--- config.mk ---
export PLATFORM = sky130hd
export DESIGN_NAME = mem_access_unit_flat
export DESIGN_NICKNAME = d
export VERILOG_FILES = /design/src/rtl/mem_access_unit_pkg.sv /design/src/rtl/mem_access_unit_if.sv /design/src/rtl/mem_access_unit.sv /design/src/flat_wrapper.sv
export SDC_FILE = /design/constraint.sdc
export NUM_CORES = 1
export LEC_CHECK = 0
export CAP_MARGIN = 20
export CORE_UTILIZATION = 40
export CTS_CLUSTER_SIZE = 30
export DETAILED_ROUTE_END_ITERATION = 10
export HOLD_SLACK_MARGIN = 0.15
export PLACE_DENSITY = 0.87
export SLEW_MARGIN = 15
export SYNTH_ARGS = -nofsm -noshare
export SYNTH_HDL_FRONTEND = slang
export SYNTH_SLANG_ARGS = --single-unit
--- constraint.sdc ---
create_clock -name clk -period 2.25 [get_ports clk]
set_clock_uncertainty 0.2 [all_clocks]
set_input_delay 0.225 -clock clk [delete_from_list [all_inputs] [get_ports clk]]
set_output_delay 0.225 -clock clk [all_outputs]
set_load 0.03 [all_outputs]
--- src/rtl/mem_access_unit_pkg.sv ---
// Shared types and constants for the S-Machine data-memory initiator.
// Word-addressed memory with LED and switch mapped into low words.
package s_machine_pkg;

  localparam int DATA_W    = 16;
  localparam int MEM_AW    = 9;
  localparam int REQ_AW    = 16;
  localparam int MEM_DEPTH = 512;

  localparam logic [MEM_AW-1:0] LED_ADDR    = 9'd0;
  localparam logic [MEM_AW-1:0] SWITCH_ADDR = 9'd4;

  localparam logic [REQ_AW-1:0] MEM_LIMIT = REQ_AW'(MEM_DEPTH);

  typedef enum logic [2:0] {
    IDLE,
    SETUP,
    WRITE,
    READ,
    RESP
  } mau_state_t;

endpackage

--- src/rtl/mem_access_unit_if.sv ---
// CPU-side request/response bundle of the memory access unit.
// master = execute stage, slave = memory access unit.
interface mem_access_if;
  import s_machine_pkg::*;

  logic              req_valid;
  logic              req_ready;
  logic              req_write;
  logic [REQ_AW-1:0] req_addr;
  logic [DATA_W-1:0] req_wdata;
  logic              rsp_valid;
  logic [DATA_W-1:0] rsp_rdata;
  logic              rsp_err;

  modport master (
    output req_valid, req_write,
    output req_addr, req_wdata,
    input  req_ready,
    input  rsp_valid, rsp_rdata, rsp_err
  );

  modport slave (
    input  req_valid, req_write,
    input  req_addr, req_wdata,
    output req_ready,
    output rsp_valid, rsp_rdata, rsp_err
  );

endinterface

--- src/rtl/mem_access_unit.sv ---
// Sequences addr / read_write / data_in so each write is one clean pulse.
// Memory pins and response are registered one cycle behind the state.
module mem_access_unit
  import s_machine_pkg::*;
(
  input  logic              clk,
  input  logic              reset,
  mem_access_if.slave       cpu,
  output logic [MEM_AW-1:0] mem_addr,
  output logic              mem_read_write,
  output logic [DATA_W-1:0] mem_wdata,
  input  logic [DATA_W-1:0] mem_rdata
);

  mau_state_t        r_state;
  logic              r_write;
  logic              r_err;
  logic [MEM_AW-1:0] r_mem_addr;
  logic              r_mem_rw;
  logic [DATA_W-1:0] r_mem_wdata;
  logic              r_rsp_valid;
  logic [DATA_W-1:0] r_rsp_rdata;
  logic              r_rsp_err;
  logic              w_in_range;

  assign w_in_range    = cpu.req_addr < MEM_LIMIT;
  assign cpu.req_ready = (r_state == IDLE) && !reset;

  assign mem_addr       = r_mem_addr;
  assign mem_read_write = r_mem_rw;
  assign mem_wdata      = r_mem_wdata;
  assign cpu.rsp_valid  = r_rsp_valid;
  assign cpu.rsp_rdata  = r_rsp_rdata;
  assign cpu.rsp_err    = r_rsp_err;

  // Request FSM; write strobe and response pulse default low every cycle.
  always_ff @(posedge clk) begin
    if (reset) begin
      r_state     <= IDLE;
      r_write     <= 1'b0;
      r_err       <= 1'b0;
      r_mem_addr  <= '0;
      r_mem_rw    <= 1'b0;
      r_mem_wdata <= '0;
      r_rsp_valid <= 1'b0;
      r_rsp_rdata <= '0;
      r_rsp_err   <= 1'b0;
    end else begin
      r_mem_rw    <= 1'b0;
      r_rsp_valid <= 1'b0;
      r_rsp_err   <= 1'b0;
      unique case (r_state)
        IDLE: begin
          if (cpu.req_valid) begin
            r_write <= cpu.req_write;
            if (w_in_range) begin
              r_err      <= 1'b0;
              r_mem_addr <= cpu.req_addr[MEM_AW-1:0];
              if (cpu.req_write)
                r_mem_wdata <= cpu.req_wdata;
              r_state <= SETUP;
            end else begin
              r_err   <= 1'b1;
              r_state <= RESP;
            end
          end
        end
        SETUP: begin
          r_state <= r_write ? WRITE : READ;
        end
        WRITE: begin
          r_mem_rw <= 1'b1;
          r_state  <= RESP;
        end
        READ: begin
          r_rsp_rdata <= mem_rdata;
          r_state     <= RESP;
        end
        RESP: begin
          r_rsp_valid <= 1'b1;
          r_rsp_err   <= r_err;
          r_state     <= IDLE;
        end
        default: begin
          r_state <= IDLE;
        end
      endcase
    end
  end

endmodule

--- src/flat_wrapper.sv ---
// flat-port wrapper written by rule: the top's interface ports become plain ports
module mem_access_unit_flat import s_machine_pkg::*;
  (clk, reset, mem_addr, mem_read_write, mem_wdata, mem_rdata, cpu_req_valid, cpu_req_write, cpu_req_addr, cpu_req_wdata, cpu_req_ready, cpu_rsp_valid, cpu_rsp_rdata, cpu_rsp_err);
  mem_access_if cpu_i ();
  input  logic clk;
  input  logic reset;
  output logic [MEM_AW-1:0] mem_addr;
  output logic mem_read_write;
  output logic [DATA_W-1:0] mem_wdata;
  input  logic [DATA_W-1:0] mem_rdata;
  input wire logic [$bits(cpu_i.req_valid)-1:0] cpu_req_valid;
  input wire logic [$bits(cpu_i.req_write)-1:0] cpu_req_write;
  input wire logic [$bits(cpu_i.req_addr)-1:0] cpu_req_addr;
  input wire logic [$bits(cpu_i.req_wdata)-1:0] cpu_req_wdata;
  output wire logic [$bits(cpu_i.req_ready)-1:0] cpu_req_ready;
  output wire logic [$bits(cpu_i.rsp_valid)-1:0] cpu_rsp_valid;
  output wire logic [$bits(cpu_i.rsp_rdata)-1:0] cpu_rsp_rdata;
  output wire logic [$bits(cpu_i.rsp_err)-1:0] cpu_rsp_err;
  assign cpu_i.req_valid = cpu_req_valid;
  assign cpu_i.req_write = cpu_req_write;
  assign cpu_i.req_addr = cpu_req_addr;
  assign cpu_i.req_wdata = cpu_req_wdata;
  assign cpu_req_ready = cpu_i.req_ready;
  assign cpu_rsp_valid = cpu_i.rsp_valid;
  assign cpu_rsp_rdata = cpu_i.rsp_rdata;
  assign cpu_rsp_err = cpu_i.rsp_err;
  mem_access_unit u_core (.clk(clk), .reset(reset), .cpu(cpu_i), .mem_addr(mem_addr), .mem_read_write(mem_read_write), .mem_wdata(mem_wdata), .mem_rdata(mem_rdata));
endmodule
Word level (Yosys, flattened, before mapping) --
Index checks and enable logic that the tools add are counted.
Storage, ports and cells: flip-flop bits (word level) 49, word-level logic and storage cells 31
Cells by class: $lt $le $gt $ge 1, eq/ne operators 5, mux-type cells 7, bitwise operators 1, reduce and logical (&&, ||, !) cells 8
Operators with widths (number):
- less-than comparator 16 x 10 -> 1 bit, second input constant | 1
- one-hot mux 3 bit (3 select lines) | 1
- equality test 3 x 2 -> 1 bit, second input constant | 2
- two-way mux 3 bit | 2
- two-way mux 1 bit | 4
- AND reduction 4 bit | 1
- OR reduction 2 bit | 2
- equality test 3 x 1 -> 1 bit, second input constant | 1
- equality test 3 bit, second input constant | 1
- logical NOT 3 bit | 1
- AND reduction 3 bit | 1
- != test 2 bit, second input constant | 1
- AND reduction 2 bit | 1
- logical AND 1 bit | 1
- logical NOT 1 bit | 1
- NOT 1 bit | 1

Depth between registers and ports, before layout --
depth after elaboration 4, gate-level depth with buffers 6

Worst setup path after synthesis --
OpenSTA, ideal clock, no wires.
path kind register -> register, start register u_core.r_state[0], end register u_core.r_mem_wdata[0], in the netlist u_core.mem_wdata[0], library setup time 0.072 ns, data arrival time 1.778 ns, data required time 1.978 ns, path slack 0.201 ns, cell stages (with the launch flop) 6, clock period less this slack 2.049 ns, cell sequence dfxtp_1 -> buf_6 -> or4b_4 -> nor4_4 -> buf_6 -> mux2i_1
On the way: longest elaborated chain between the ends 2
Ends and longest elaborated chain:
- start: declaration | RTL line mem_access_unit.sv:15 | mau_state_t r_state;
- start signal: assignment | RTL line mem_access_unit.sv:69 | r_state <= r_write ? WRITE : READ;
- logical NOT 3 bit | RTL line mem_access_unit.sv:52 | unique case (r_state)
- AND reduction 4 bit (no source line)
- end signal: assignment | RTL line mem_access_unit.sv:60 | r_mem_wdata <= cpu.req_wdata;
- end: declaration | RTL line mem_access_unit.sv:20 | logic [DATA_W-1:0] r_mem_wdata;
Every way passes these cells. A chain may end at the register's enable or synchronous reset.

Final worst setup path --
start register u_core.r_state[0], end output cpu_req_ready
On the way: longest elaborated chain between the ends 2
Ends and longest elaborated chain:
- logical NOT 3 bit | RTL line mem_access_unit.sv:27 | assign cpu.req_ready = (r_state == IDLE) && !reset;
- logical AND 1 bit | RTL line mem_access_unit.sv:27
- end: declaration | RTL line flat_wrapper.sv:15 | output wire logic [$bits(cpu_i.req_ready)-1:0] cpu_req_ready;
Every way passes these cells.

==> metrics <==
status=completed; Leak Pwr=1.07 nW; Finished Cell Area=3130 sq um; cell row count=25; drc violations=0; clk buf depth=2; largest net degree at the start of global routing=71; clk sink count=49; Crit Path Max Fanout=8; pwr/cell area=534 nW/um^2; gp weighted congestion=0.722; sequential area share after synthesis=49.1%; first-pass GRT wire length=7.17 mm; fin cells=371; Mean Syn Cell Area=9.46 sq um; FFs w/ async S/R, synth=0%; CP top delay family=buffers and inverters; IO Count=97; Max-slew headroom=59.9%; hold slack=0.256 ns; worst reg2reg endpoint=u_core.mem_wdata[8]$_SDFFE_PP0P_; Worst Path Buf+Inv=1; postcts setup bufs=0; final slew viol count=0; Worst-path clk slew=0.09 ns; dpl cells=363; Final Core Density=65.8%; NumNets Final=355; Critical Path Source Type=flop; Placement Setup Slack=-0.00628 ns; DR vias=1683; post-synthesis net count=263; die outline height=72.7 microns; DRT Wirelength=4.29 mm; Max Cap Violations=0; setup ws final=0.146 ns; EDFF count, synth=0; hold buffer count at CTS=0; FMAX=475 MHz; Syn Inst Count=211; Top FF cell, synth=dfxtp_1; end of the worst hold path=u_core.cpu.rsp_rdata[5]$_SDFFE_PP0N_; WP data required=1.82 ns; cell area after synthesis=2000 sq um; Core Box Area=4750 sq um; Cell Area, Placed=3010 sq um; final period utilization=93.5%; root buffer cell=clkbuf_8; hold crit path type=flop to flop; drt wl/cell=11.6 microns; initial antenna violation count=0; launch point of the worst reg-to-reg path=u_core.r_state[0]$_SDFFE_PP0P_; setup violators final=0; CTS tree=done; Tmin final=2.10 ns; ratio of cells with drive above 1 in the final layout=5.26%; post-CTS sizing=0; die area=5280 sq um; Synth Warn #=0; WHS Path Cells=2; Worst Max-Slew Pin Slew=0.600 ns; number of routed nets with antenna violations=0; Area Overhead vs Synth=56.6%; flops & latches, synth=49; Worst path depth=2; hpwl dp=3.15 mm; Total Power=1.67 mW; GRT Resource Usage Total=17.3%; drt via density=4.54; Reg2Reg Depth=4; Final Hold Vio Count=0; Peak VDD IR=329 uV; met1 GRT Util=18.9%; worst-skew pair later-pin latency=0.29 ns; synth unique cells=25; port buffer count=96; Die Wd=72.7 microns; 1st-iter DRT viols=69; grt total ovfl=0; cts bufs inserted=5; H-tree levels=2; Slowest-stage cell, CP=clkdlybuf4s50_1; Crit Path Class=flop to output port; Critical Path Max Stage Delay=0.71 ns; via count of the first global-routing pass=1706; CP Cell Sequence=nor4_1 > clkdlybuf4s50_1; HP Start=u_core.cpu.rsp_rdata[5]$_SDFFE_PP0N_; grt met3 use=4.83%; # diodes=0; R2R Setup Slk=0.37 ns; RSZ-0062 raised after global routing=no; Initial Utilization=42.0%; Worst Path Arrival=1.68 ns; grt met2 use=32.6%; TritonRoute pass-1 iters=4; busiest layer in global routing=met2; endpoint class of the critical path=output port; Setup TNS=0 ns
## registers in the layout (all words and copies together) (netlist names)
signal and cells:
u_core.cpu.rsp_err 1, u_core.mem_wdata 16, u_core.mem_addr 9, u_core.r_err 1
u_core.mem_read_write 1, u_core.r_state 3, u_core.cpu.rsp_valid 1, u_core.r_write 1
u_core.cpu.rsp_rdata 16
## worst reg2reg max path: stages (launching register included)
cell	delay, ns
dfxtp_1	0.38
or4b_4	0.60
nor4_4	0.21
buf_12	0.21
mux2i_1	0.22
## cells by family (layout without fill, tap and decap cells)
family | Yosys count | in the layout | share of synthesized area [%]
buffers and inverters | 17 | 110 | 4.01
AOI/OAI and AO/OA | 19 | 19 | 5.20
DFF | 49 | 49 | 49.1
and+or+nand+nor | 100 | 100 | 28.6
muxes | 26 | 26 | 13.0
## placed cells by master, fill, tap and decap left out, drive strengths merged
master         instances
mux2i                 26
clkinvlp               1
clkdlybuf4s50         95
nand3b                 1
nor2                   2
or4                    1
nand2b                51
or3                    1
o21bai                 1
buf                    4
a21oi                 16
clkbuf                 6
or4b                   1
o32ai                  1
dfxtp                 49
nor4                   2
and3b                  1
nor4b                  1
and2                   1
nor2b                  1
nand2                 32
bufinv                 1
and3                   3
a21boi                 1
nor3                   2
inv                    3
## routing by layer
metal | share of wire (%) | wire [microns] | vias to the layer above
met5 | 0 | 0 | -
met4 | 0.58 | 25 | 0
met3 | 5.8 | 247 | 4
met2 | 52 | 2220 | 52
met1 | 42 | 1800 | 759
li1 | - | - | 868
## synth_stat cells (all sizes together) (2+ instances only)
cell type / count / area (sq um)
nand2: 32 / 120
inv: 3 / 11.3
dfxtp: 49 / 981
nor3: 2 / 10.0
clkbuf: 11 / 41.3
a21oi: 16 / 80.1
buf: 3 / 27.5
nor2: 2 / 7.51
nor4: 2 / 27.5
nand2b: 51 / 319
and3: 3 / 18.8
mux2i: 26 / 260
## cell type report
type | instances | area (sq um)
clock buffer | 6 | 82.6
clock inverter | 2 | 37.5
fill | 395 | 1630
inverter | 3 | 11.3
multi-input combinational | 145 | 941
sequential | 49 | 981
tap | 67 | 83.8
timing repair buffer | 99 | 991
## power by group
| group | switching [mW] | internal [mW] | total [mW] |
|---|---|---|---|
| Clock | 0.276 | 0.361 | 0.637 |
| Combinational | 0.0498 | 0.110 | 0.159 |
| Sequential | 0.00319 | 0.872 | 0.875 |
| Total | 0.329 | 1.34 | 1.67 |
## how the worst max path moves through the flow
stage,slack (ns),end,startpoint
floorplan,0.20,u_core.mem_wdata[0]$_SDFFE_PP0P_,u_core.r_state[0]$_SDFFE_PP0P_
global placement,0.05,u_core.mem_wdata[8]$_SDFFE_PP0P_,cpu_req_addr[12]
detailed placement,-0.006,u_core.mem_wdata[6]$_SDFFE_PP0P_,cpu_req_addr[12]
CTS,0.13,cpu_req_ready,u_core.r_state[0]$_SDFFE_PP0P_
global route,0.07,cpu_req_ready,u_core.r_state[0]$_SDFFE_PP0P_
finish,0.15,cpu_req_ready,u_core.r_state[0]$_SDFFE_PP0P_
Power figures use the tool's default switching activity.
